## config.mk

```make
export PLATFORM = sky130hd
export DESIGN_NAME = echo_delay_ctrl
export DESIGN_NICKNAME = d
export VERILOG_FILES = /design/src/rtl/echo_pkg.sv /design/src/rtl/echo_sat_mac.sv /design/src/rtl/echo_delay_ctrl.sv
export SDC_FILE = /design/constraint.sdc
export NUM_CORES = 1
export LEC_CHECK = 0
export ABC_AREA = 1
export CAP_MARGIN = 15
export CORE_UTILIZATION = 65
export CTS_CLUSTER_DIAMETER = 50
export DETAILED_ROUTE_END_ITERATION = 10
export PLACE_DENSITY = 0.95
export SLEW_MARGIN = 10
export SYNTH_ARGS = -nofsm -noshare
export SYNTH_HDL_FRONTEND = slang
export SYNTH_SLANG_ARGS = --single-unit
```

## constraint.sdc

```tcl
create_clock -name clk -period 9.9 [get_ports clk]
set_input_delay 1.98 -clock clk [delete_from_list [all_inputs] [get_ports clk]]
set_output_delay 1.98 -clock clk [all_outputs]
set_load 0.02 [all_outputs]
```

## src/rtl/echo_pkg.sv

```systemverilog
// echo_pkg: FSM state encoding and shared constants for the echo delay controller.
package echo_pkg;

    typedef enum logic [2:0] {
        IDLE,
        RD,
        WT,
        CALC,
        WR,
        CLR
    } state_t;

    // Cycles from the accepting sample_valid to the out_valid strobe.
    localparam int ECHO_LAT  = 4;
    // One extra sum bit is enough to see overflow before clamping.
    localparam int SAT_GUARD = 1;

endpackage

```

## src/rtl/echo_sat_mac.sv

```systemverilog
// echo_sat_mac: y = sat(x + (d*gain) >>> GAINW), gain unsigned Q0.GAINW, purely combinational.
module echo_sat_mac
    import echo_pkg::*;
#(
    parameter int BITSIZE = 16,
    parameter int GAINW   = 8
) (
    input  logic signed [BITSIZE-1:0] x,
    input  logic signed [BITSIZE-1:0] d,
    input  logic        [GAINW-1:0]   gain,
    output logic signed [BITSIZE-1:0] y
);

    localparam int PW = BITSIZE + GAINW + 1;
    localparam int SW = BITSIZE + SAT_GUARD;

    logic signed [PW-1:0] d_ext;
    logic signed [PW-1:0] g_ext;
    logic signed [PW-1:0] prod;
    logic signed [SW-1:0] sum;

    assign d_ext = PW'(d);
    assign g_ext = PW'({1'b0, gain});
    assign prod  = d_ext * g_ext;

    // With gain < 1.0 the scaled product fits BITSIZE bits, so SW bits hold the sum exactly.
    assign sum = SW'(PW'(x) + (prod >>> GAINW));

    always_comb begin
        if (sum[SW-1] != sum[SW-2])
            y = sum[SW-1] ? {1'b1, {(BITSIZE-1){1'b0}}} : {1'b0, {(BITSIZE-1){1'b1}}};
        else
            y = sum[BITSIZE-1:0];
    end

endmodule

```

## src/rtl/echo_delay_ctrl.sv

```systemverilog
// echo_delay_ctrl: circular-buffer controller; per sample reads the delayed value, mixes, writes back.
// Define ECHO_CLEAR_EN to zero the whole buffer (one address per clock) after every reset release.
module echo_delay_ctrl
    import echo_pkg::*;
#(
    parameter int BITSIZE = 16,
    parameter int ADDRLEN = 15,
    parameter int GAINW   = 8
) (
    input  logic               clk,
    input  logic               resetn,
    input  logic [BITSIZE-1:0] sample_in,
    input  logic               sample_valid,
    input  logic [ADDRLEN-1:0] delay,
    input  logic [GAINW-1:0]   fb_gain,
    input  logic [GAINW-1:0]   wet_gain,
    output logic [BITSIZE-1:0] sample_out,
    output logic               out_valid,
    output logic               busy,
    output logic               overrun,
    output logic [ADDRLEN-1:0] mem_addr,
    output logic [BITSIZE-1:0] mem_datain,
    output logic               mem_wren,
    input  logic [BITSIZE-1:0] mem_dataout
);

    state_t                    state;
    state_t                    state_nxt;
    logic [ADDRLEN-1:0]        wr_ptr;
    logic signed [BITSIZE-1:0] x_q;
    logic [ADDRLEN-1:0]        delay_q;
    logic [GAINW-1:0]          fb_q;
    logic [GAINW-1:0]          wet_q;
    logic signed [BITSIZE-1:0] d;
    logic signed [BITSIZE-1:0] wet_y;
    logic signed [BITSIZE-1:0] fb_y;
    logic                      clr_pend;
    logic                      accept;

`ifdef ECHO_CLEAR_EN
    logic clr_done;
    assign clr_pend = ~clr_done;
`else
    assign clr_pend = 1'b0;
`endif

    assign busy   = (state != IDLE) | clr_pend;
    assign accept = sample_valid & ~busy;

    // A zero delay would read back the slot about to be overwritten, so it is muted instead.
    assign d = (delay_q == '0) ? '0 : $signed(mem_dataout);

    echo_sat_mac #(.BITSIZE(BITSIZE), .GAINW(GAINW)) u_wet_mac (
        .x    (x_q),
        .d    (d),
        .gain (wet_q),
        .y    (wet_y)
    );

    echo_sat_mac #(.BITSIZE(BITSIZE), .GAINW(GAINW)) u_fb_mac (
        .x    (x_q),
        .d    (d),
        .gain (fb_q),
        .y    (fb_y)
    );

    always_ff @(posedge clk or negedge resetn) begin
        if (!resetn) state <= IDLE;
        else         state <= state_nxt;
    end

    always_comb begin
        // NOTE: default assigned first so every path drives state_nxt and no latch is inferred.
        state_nxt = state;
        unique case (state)
            IDLE: begin
                if (clr_pend)          state_nxt = CLR;
                else if (sample_valid) state_nxt = RD;
            end
            RD:   state_nxt = WT;
            WT:   state_nxt = CALC;
            CALC: state_nxt = WR;
            WR:   state_nxt = IDLE;
`ifdef ECHO_CLEAR_EN
            CLR:  if (wr_ptr == '1) state_nxt = IDLE;
`endif
            default: state_nxt = IDLE;
        endcase
    end

    // NOTE: outputs are registers cleared by the async reset, so mem_wren drops the instant resetn falls.
    always_ff @(posedge clk or negedge resetn) begin
        if (!resetn) begin
            wr_ptr     <= '0;
            x_q        <= '0;
            delay_q    <= '0;
            fb_q       <= '0;
            wet_q      <= '0;
            sample_out <= '0;
            out_valid  <= 1'b0;
            overrun    <= 1'b0;
            mem_addr   <= '0;
            mem_datain <= '0;
            mem_wren   <= 1'b0;
`ifdef ECHO_CLEAR_EN
            clr_done   <= 1'b0;
`endif
        end else begin
            out_valid <= 1'b0;
            mem_wren  <= 1'b0;
            if (sample_valid && busy) overrun <= 1'b1;

            unique case (state)
                IDLE: begin
                    if (clr_pend) begin
                        mem_addr   <= '0;
                        mem_datain <= '0;
                        mem_wren   <= 1'b1;
                    end else if (accept) begin
                        x_q      <= $signed(sample_in);
                        delay_q  <= delay;
                        fb_q     <= fb_gain;
                        wet_q    <= wet_gain;
                        mem_addr <= wr_ptr - delay;
                    end
                end
                // mem_addr is held through WT and CALC so the registered read data stays stable.
                CALC: begin
                    sample_out <= wet_y;
                    mem_datain <= fb_y;
                    mem_addr   <= wr_ptr;
                    mem_wren   <= 1'b1;
                    out_valid  <= 1'b1;
                end
                WR: wr_ptr <= wr_ptr + ADDRLEN'(1);
`ifdef ECHO_CLEAR_EN
                CLR: begin
                    if (wr_ptr == '1) begin
                        wr_ptr   <= '0;
                        clr_done <= 1'b1;
                    end else begin
                        wr_ptr   <= wr_ptr + ADDRLEN'(1);
                        mem_addr <= wr_ptr + ADDRLEN'(1);
                        mem_wren <= 1'b1;
                    end
                end
`endif
                default: ;
            endcase
        end
    end

endmodule

```

==> reports/qor.csv, run 1 <==
metric,value,unit
Initial Util,66.9,%
Worst Hold Path EP,overrun,
Layout Cell Area excl Fill,17800,sq um
Synth top area share,26.0,%
crit path kind,in -> reg,
cell taking the most area after synthesis,fa_1,
worst path buffer plus inverter count,9,
synth unique cells,45,
DR vias/cell,5.93,
drt pass-1 iters,7,
"Reg clk slew, reported paths",0.06,ns
"Largest delay share family, worst path",adder cells,
hold path depth,1,
final std cells w/o fill,2440,
dpl ws,0.911,ns
Slew @ Worst Pin,0.946,ns
Area Overhead vs Synth,12.7,%
IO Port Bufs,116,
CTS Buf Count,17,
Clock Latency Late Sink,0.44,ns
fin crit share,91.5,%
vias,14476,
Post-DRT Antenna Nets,0,
worst r2r src,delay_q[5],
"top cells by count, synth","433 x nand2_1, 404 x inv_1, 226 x nor2_1",
CTS sink count,114,
CTS tree,yes,
nets,2520,
synthesized area,15800,sq um
cell repeated most along the worst path,nand2_1,
FMAX,110,MHz
CP max FO,14,
initial antenna violation count,0,
final WL,44800,microns
cell count of the worst reg-to-reg path,37,
placed inst area,17200,sq um
Slew headroom,36.8,%
Critical Path End Type,register,
Synth Register Bits,114,
WL/cell,18.4,microns
H-tree depth,4,
die height,158,microns
Hold Startpoint,overrun,
RD Place Congestion,1.04,
Crit path arrival time,9.36,ns
setup violators final,0,
"top cells by area, synth","fa_1 26%, dfrtp_1 18%, ha_1 11%",
async set-or-reset flop fraction in the synthesized netlist,100,%
# DRC,0,
Worst Setup Start Kind,input pin,
detailed placement HPWL,33500,microns
Max Cap Viol,0,
"Hold Violations, Final",0,
syn avg cell area,7.83,sq um
total die area,24900,sq um
Mapped Cells,2015,
Root Driver,clkbuf_16,
Die X,158,microns
first-pass GRT wire length,73200,microns
minimum clock period,9.06,ns
worst reg2reg setup slack,1.74,ns
GRT Util Overall,38.2,%
ANT cells,0,
RR Endpoint,sample_out[0],
CTS resizes,0,
RSZ-0062 raised after global routing,no,
hold buffer count at cts,0,
post-synthesis sequential area ratio,18.1,%
setup TNS,0,ns
max incr delay on CP,0.54,ns
initial drt markers,1468,
vias in the first global route,15336,
Bufs on Longest Clock Path,2,
Final WS setup,0.844,ns
number of synthesized flops with an enable pin,0,
CP max-delay cell,fa_1,
GRT overflow,0,
Critical Path RT,10.21,ns
postcts setup bufs,0,
placed cells,2407,
Hold Crit Class,reg -> reg,
largest net degree at the start of global routing,84,
Layout Skew,0.0123,ns
most common flop cell mapped by yosys,dfrtp_1,
syn nets,2427,
layout cells sized above 1,4.43,%
# rows,56,
Boundary Pins,117,
core area,23600,sq um
Syn. warnings,0,
most frequent cell after synthesis,nand2_1,
status,completed,
Max Transition Viols Final,0,
-- area by class of cell --
class | instances | area [sq um]
fill | 1618 | 5820
inverter | 418 | 1570
multi-input combinational | 1437 | 11200
clock buffer | 17 | 425
timing repair buffer | 120 | 1210
clock inverter | 15 | 161
sequential | 114 | 2850
tap | 319 | 399
-- cell usage in the layout, fill, tap and decap left out, types with 6 or more instances in the layout --
cell and instances:
nand3_2 6, ha_1 141, dfrtp_1 114, xor2_1 61, nand2_2 12, o21ai_0 72, clkinv_1 10, clkbuf_16 17
nand4_1 7, inv_1 404, o21ai_1 8, nor4_1 6, clkdlybuf4s50_1 115, nor3_1 17, a31oi_1 7, nand3_1 42
a21o_1 8, o221ai_1 9, inv_6 7, nand2_1 433, a21oi_1 90, fa_1 205, nor2_1 224, o21bai_1 6
xnor2_1 29, a21boi_0 6, a21oi_2 21
-- metal layers --
metal	wire length, microns	global-route usage [%]	share of wire (%)
met5	0	0	0
met3	4360	7.91	9.7
met1	16100	44.9	36
met2	21200	63.2	47
met4	3110	25.7	6.9
-- how the worst max path moves through the flow --
stage,to,cells after the start,startpoint
finish,sample_out[0],34,mem_dataout[5]
global route,sample_out[0],34,mem_dataout[4]
CTS,sample_out[0],34,mem_dataout[8]
detailed placement,mem_datain[2],31,mem_dataout[10]
global placement,sample_out[0],30,mem_dataout[15]
floorplan,mem_datain[7],32,mem_dataout[13]
-- cell families after synthesis --
family | after synthesis | synth area share [%]
adders and majority gates | 346 | 37.2
AOI/OAI and AO/OA | 242 | 9.08
DFF | 114 | 18.1
xor gates and xnor gates | 90 | 4.99
buffers and inverters | 464 | 11.2
and+or+nand+nor | 759 | 19.5
-- through the flow --
| stage | hold slack (ns) | util (%) |
|---|---|---|
| after floorplan | 0.443 | - |
| after global placement | 0.441 | 72.7 |
| after detailed placement | 0.447 | 72.7 |
| after CTS | 0.466 | 75.2 |
| after global routing | 0.491 | 75.3 |
| final | 0.464 | 75.3 |
-- flip-flops by register name (all words and copies together) (netlist names) --
name        cells
delay_q        15
fb_q            8
mem_addr       15
mem_datain     16
mem_wren        1
overrun         1
sample_out     16
state           3
wet_q           8
wr_ptr         15
x_q            16
Power of run 1 is left out: the tool's default activity adds up to more than one toggle a clock period on the data nets, which glitch-free logic cannot reach.
==> inputs of run 2 (changes only) <==
Settings changed: SKIP_CTS_REPAIR_TIMING set to 1.
==> results of run 2 <==
The final DEF is identical to that of run 1; final timing and power are the same.
Power of run 2 is left out for the same reason.
